[src/rtl/midi_note_pitch_rx.sv]
// Monophonic MIDI channel-voice decoder for one channel. It tracks note, velocity, gate and
// the 14-bit pitch wheel, and writes each pitch-bend value in a single update.
module midi_note_pitch_rx #(
  parameter int unsigned CHANNEL = 0
) (
  input  logic        clk,
  input  logic        rst,
  input  logic        byte_rdy,
  input  logic [7:0]  byte_data,
  output logic [6:0]  note,
  output logic [6:0]  velocity,
  output logic        gate,
  output logic [13:0] pitch,
  output logic        upd
);

  localparam logic [3:0] ChanNib = 4'(CHANNEL);

  typedef enum logic [1:0] {StIdle, StWaitD1, StWaitD2} state_e;

  state_e      state_q, state_d;
  logic [3:0]  cmd_q, cmd_d;
  logic [6:0]  d1_q, d1_d;
  logic [6:0]  note_q, note_d;
  logic [6:0]  vel_q, vel_d;
  logic        gate_q, gate_d;
  logic [13:0] pitch_q, pitch_d;
  logic        upd_q, upd_d;

  always_comb begin
    state_d = state_q;
    cmd_d   = cmd_q;
    d1_d    = d1_q;
    note_d  = note_q;
    vel_d   = vel_q;
    gate_d  = gate_q;
    pitch_d = pitch_q;
    upd_d   = 1'b0;
    if (byte_rdy) begin
      if (byte_data[7]) begin
        if (byte_data[7:3] == 5'b11111) begin
          // Realtime bytes are transparent to message parsing.
          state_d = state_q;
        end else if (byte_data[7:4] == 4'hF) begin
          state_d = StIdle;
        end else if (byte_data[3:0] == ChanNib) begin
          cmd_d   = byte_data[7:4];
          state_d = StWaitD1;
        end else begin
          state_d = StIdle;
        end
      end else begin
        unique case (state_q)
          StWaitD1: begin
            d1_d    = byte_data[6:0];
            state_d = (cmd_q == 4'hC || cmd_q == 4'hD) ? StWaitD1 : StWaitD2;
          end
          StWaitD2: begin
            state_d = StWaitD1;
            if (cmd_q == 4'h9 && byte_data[6:0] != 7'd0) begin
              note_d = d1_q;
              vel_d  = byte_data[6:0];
              gate_d = 1'b1;
              upd_d  = 1'b1;
            end else if (cmd_q == 4'h9 || cmd_q == 4'h8) begin
              // Note-off only releases the note currently sounding.
              if (gate_q && d1_q == note_q) begin
                gate_d = 1'b0;
                upd_d  = 1'b1;
              end
            end else if (cmd_q == 4'hE) begin
              pitch_d = {byte_data[6:0], d1_q};
              upd_d   = 1'b1;
            end else if (cmd_q == 4'hB && (d1_q == 7'd123 || d1_q == 7'd120)) begin
              gate_d = 1'b0;
              upd_d  = 1'b1;
            end
          end
          default: state_d = state_q;
        endcase
      end
    end
  end

  always_ff @(posedge clk or posedge rst) begin
    if (rst) begin
      state_q <= StIdle;
      cmd_q   <= 4'h0;
      d1_q    <= 7'd0;
      note_q  <= 7'd0;
      vel_q   <= 7'd0;
      gate_q  <= 1'b0;
      pitch_q <= 14'd8192;
      upd_q   <= 1'b0;
    end else begin
      state_q <= state_d;
      cmd_q   <= cmd_d;
      d1_q    <= d1_d;
      note_q  <= note_d;
      vel_q   <= vel_d;
      gate_q  <= gate_d;
      pitch_q <= pitch_d;
      upd_q   <= upd_d;
    end
  end

  assign note     = note_q;
  assign velocity = vel_q;
  assign gate     = gate_q;
  assign pitch    = pitch_q;
  assign upd      = upd_q;

endmodule

[config.mk]
export PLATFORM = sky130hd
export DESIGN_NAME = midi_note_pitch_rx
export DESIGN_NICKNAME = d
export VERILOG_FILES = /design/src/rtl/midi_note_pitch_rx.sv
export SDC_FILE = /design/constraint.sdc
export NUM_CORES = 1
export LEC_CHECK = 0
export ABC_CLOCK_PERIOD_IN_PS = 1700
export BUFFER_PORTS_ARGS = -buffer_cell sky130_fd_sc_hd__buf_2
export CORE_UTILIZATION = 40
export DETAILED_ROUTE_END_ITERATION = 8
export GPL_TIMING_DRIVEN = 0
export PLACE_DENSITY_LB_ADDON = 0.08
export SETUP_SLACK_MARGIN = 0.5
export SYNTH_ARGS = -nofsm -noshare
export SYNTH_HDL_FRONTEND = slang
export SYNTH_SLANG_ARGS = --single-unit
[constraint.sdc]
create_clock -name clk -period 1.7 [get_ports clk]
set_input_delay 0.17 -clock clk [delete_from_list [all_inputs] [get_ports clk]]
set_output_delay 0.17 -clock clk [all_outputs]
set_load 0.005 [all_outputs]
# After elaboration in Yosys (flattened, before gate mapping)

Index checks and enable logic that the tools add are counted.

Flip-flop bits (word level): 43
Bits of input ports: 11
Output and inout port bits: 30

Equal/unequal tests: 16
Mux-type cells: 19
Bitwise gates (word level): 5
Reductions and logical operators: 16

Operators by type and width:

| cell               | count |
|---|---|
| $eq 4x4->1 const B | 7 |
| $mux 1             | 15 |
| $eq 7x7->1 const B | 2 |
| $reduce_and 6->1   | 2 |
| $eq 7x7->1         | 1 |
| $reduce_bool 7->1  | 1 |
| $mux 2             | 3 |
| $reduce_and 3->1   | 2 |
| $reduce_bool 3->1  | 2 |
| $eq 5x5->1 const B | 1 |
| $not 1->1          | 5 |
| $reduce_and 5->1   | 1 |
| $logic_not 4->1    | 1 |
| $pmux 2 s2         | 1 |
| $reduce_and 4->1   | 1 |
| $logic_and 1x1->1  | 3 |
| $logic_or 1x1->1   | 3 |
| $ne 3x2->1 const B | 1 |
| $ne 3x3->1 const B | 1 |
| $eq 2x1->1 const B | 1 |
| $eq 2x2->1 const B | 1 |
| $ne 2x2->1 const B | 1 |

# Longest topological paths before layout

Depth after elaboration: 10
Gate-level depth with buffers: 5
Gate-level depth less buffers: 4

# Least setup slack after synthesis

Ideal clock, no wire load.

Path kind: reg-to-reg
Start: reg state_q[0]
End: reg note_q[1], in the netlist note[1]
Library setup time: 125 ps
Data arrival time: 1681 ps
Required time: 1575 ps
Slack: -106 ps
Stages on the path, launching flop included: 5
Period minus slack after synthesis: 1806 ps
Cell sequence: dfrtp_1 > nand4bb_4 > a2111oi_4 > buf_6 > mux2_4

Longest elaborated chain between the ends: 2

Ends and longest elaborated chain:

| element                           | line | RTL |
|---|---|---|
| start, declared                   | 21   | `state_e state_q, state_d;` |
| start signal, assigned            | 87   | `state_q <= StIdle;` |
| start signal, assigned            | 96   | `state_q <= state_d;` |
| $eq 2x2->1                        | 53   | `unique case (state_q)` |
| $reduce_and 4->1 (no source line) | -    |  |
| end signal, assigned              | 99   | `note_q <= note_d;` |
| end, declared                     | 24   | `logic [6:0] note_q, note_d;` |

No other way between the ends.
A chain may end at the register's enable or synchronous reset.

# Worst setup path in the final report

Start: reg cmd_q[2]
End: reg vel_q[4], in the netlist velocity[4]

Longest elaborated chain between the ends: 3

Ends and longest elaborated chain:

| element                           | line | RTL |
|---|---|---|
| start, declared                   | 22   | `logic [3:0] cmd_q, cmd_d;` |
| start signal, assigned            | 97   | `cmd_q <= cmd_d;` |
| $eq 4x4->1                        | 60   | `if (cmd_q == 4'h9 && byte_data[6:0] != 7'd0) begin` |
| $logic_and 1x1->1                 | 60   |  |
| $reduce_and 4->1 (no source line) | -    |  |
| end signal, assigned              | 100  | `vel_q <= vel_d;` |
| end, declared                     | 25   | `logic [6:0] vel_q, vel_d;` |

No other way between the ends.

==> flow_summary.toml <==
[finish]
diodes = 0
fin_nets = 211
fillers = 354
final_area_um2 = 2700
fin_util_pct = 60.2
drive_gt1_share_pct = 66.0
final_common_cell = "buf_2"
syn_to_final_growth_pct = 40.8
final_cells = 252
final_cell_mix = "buf_2, dfrtp_1, mux2_4, buf_4"

[power]
switching_power_uw = 768
p_per_area_nw_per_um2 = 1050
peakVddDrop_uv = 599
combinationalPowerShare_pct = 25.8
clkPwrFrac_pct = 27.2
p_seq_share_pct = 47.1
swShare_pct = 27.0
p_int_uw = 2070
p_leak_uw = 0.00131

[run]
maxCapViolations = 0

[grt]
use_met3_pct = 3.70
met1_usage_pct = 24.0
antenna_found_initial = 0
gr-total-overflow = 0
grt_usage_pct = 18.0
met2_usage_pct = 29.2
grt_pass1_vias = 1326
grt_pass1_wl_um = 6760
top_usage_layer = "met2"
grt_max_degree = 44

[clock_tree]
clk_pin_slew_ns = 0.08
cts.htree.levels = 2
cts_buffers = 5
cts_root_buf = "clkbuf_8"
cts.sinks = 43
clk_latency_ns = 0.29
ctsHoldBuffers = 0
cts_tree = "done"
clock_path_buffers = 2

[detailed_routing]
drcViolationCount = 9
wl_per_cell_um = 17.4
firstDrtPassIters = 8
drtAntennaViolNets = 0
dr_total_vias = 1299
viasPerCell = 5.15
drt_iter0_markers = 77
drt-total-wl_um = 4380

[logic_synthesis]
yosysWarnings = 0
synthCells = 129
ys_types = 35
syn_area_per_cell_um2 = 14.8
netlist_area_um2 = 1910
synth_simple_gate_area_share_pct = 9.67
yosysSeqAreaShare_pct = 56.3
synth-adder-area-share_pct = 0
ys_seq_elements = 43
synth_xor_area_share_pct = 3.66
synth_fp_nets = 140
synth.mux.area_fraction_pct = 23.9
synth_top_family_by_area = "multiplexers"
synth_compound_area_share_pct = 5.23

[setup_path]
end_kind = "flip-flop"
reg2reg_slack_ns = 0.02
worstPathRequired_ns = 1.88
reg2regPathDepth = 4
r2r-start = "cmd_q[2]"
start_kind = "flip-flop"
path_class = "reg -> reg"
critPathArrivalTime_ns = 1.86
critPathMaxFanout = 6
crit_start = "cmd_q[2]"

[timing]
tightest_slew_ns = 0.902
fin_crit_ns = 1.68
relSlewSlack_pct = 39.8
hold_viol_final = 0
period_share_pct = 99.1
finalSetupViolations = 0
whs_ns = 0.0639
fmax_ghz = 0.594
slew_violations = 0
setup_tns_ns = 0
rsz0062_at_grt = "yes"
skew_ns = 0.00840

[place]
port_buffers = 40
dp.cells = 221
placed_area_um2 = 2300
place_hpwl_um = 2680
globalplace.congestion = 0.749

[min_path]
hold_path.class = "in -> async"

[die]
rows = 24
start_util_pct = 42.8
die_w_um = 71.2
ios = 41
core_area_um2 = 4470
fp.dieArea_um2 = 5070
die_height_um = 71.2

[outcome]
outcome = "complete, but fails checks"
failed_checks = "DRC"
-- timing repair --
item / 4_1_cts / 5_1_grt
gates cloned: 1 / 0
gates resized for setup: 15 / 10
buffers inserted: 14 / 9
setup endpoints to repair: 40 / 41
pin swaps: 8 / 7
-- logic make-up after synthesis --
family | count (synthesis)
and+or+nand+nor | 24
xor gates and xnor gates | 8
DFF | 43
AOI/OAI and AO/OA | 12
buffers and inverters | 4
muxes | 38
-- layout make-up --
type,instances,area [µm²],share of cell area (%)
Sequential cell,43,1080,40.3
Clock buffer,6,72.6,2.69
Buffer,3,38.8,1.44
Multi-Input combinational cell,82,967,35.9
Tap cell,52,65.1,2.41
Inverter,1,3.75,0.139
Clock inverter,1,30.0,1.11
Timing Repair Buffer,64,433,16.1
-- Yosys cell counts --
library cell,n,area (µm²)
a32oi_1,1,8.76
nand3_1,1,5.00
a21oi_1,4,20.0
nand3b_1,1,7.51
nor3b_2,1,12.5
or2_2,1,6.26
nand2_1,2,7.51
o21ai_0,2,10.0
or4_1,1,7.51
dfstp_2,1,26.3
o211ai_1,1,7.51
inv_1,1,3.75
clkbuf_1,1,3.75
nand4_1,3,18.8
nand4b_1,1,8.76
a2111oi_4,1,27.5
o21ba_2,1,10.0
xnor2_1,7,61.3
nor3_1,2,10.0
nor4bb_1,1,10.0
and4b_1,1,10.0
nand2b_1,3,18.8
buf_2,1,5.00
a211o_1,1,8.76
nor2_1,2,7.51
nor4_2,1,12.5
xor2_1,1,8.76
o21a_1,1,7.51
and4_1,1,8.76
nand4bb_4,1,27.5
buf_6,1,11.3
mux2_2,30,338
dfrtp_1,42,1050
nor2b_1,1,6.26
mux2_4,8,120
-- power by group through the flow --
stage                     combinational, µW  clock, µW  sequential [µW]
after detailed placement                511          0             1380
after CTS                               654        786             1330
after global placement                  502          0             1380
after floorplan                         370          0             1340
final                                   731        772             1340
after global routing                    795        825             1350
-- worst max-delay path, stage by stage, from the launching register on --
cell and delay [ns]:
dfrtp_2 0.45, nand2b_4 0.17, a2111oi_4 0.39, buf_4 0.22, mux2_2 0.33
-- per-stage QoR --
step / total power (µW) / worst slack [ns]
finish: 2840 / 0.0157
global route: 2970 / -0.0341
CTS: 2770 / -0.000492
detailed placement: 1900 / -0.280
global placement: 1880 / -0.261
floorplan: 1710 / -0.0195
-- layer usage --
layer / wire (µm) / vias up
met1: 2080 / 635
met3: 163 / 6
met2: 2080 / 38
met4: 55 / 0
li1: - / 620
met5: 0 / -
-- worst paths after layout --
check / to
worst min-delay path: velocity[2]
min in group clk: state_q[0]
worst min register to register: velocity[3]
max in group asynchronous: state_q[1]
worst max-delay path: velocity[4]
worst max register to register: velocity[4]
-- sequential cells by signal, indices dropped and copies added (netlist names) --
signal    cells
pitch        14
d1_q          7
note          7
velocity      7
cmd_q         4
state_q       2
gate          1
upd           1
Note: power is estimated with default switching activity, not from simulation.
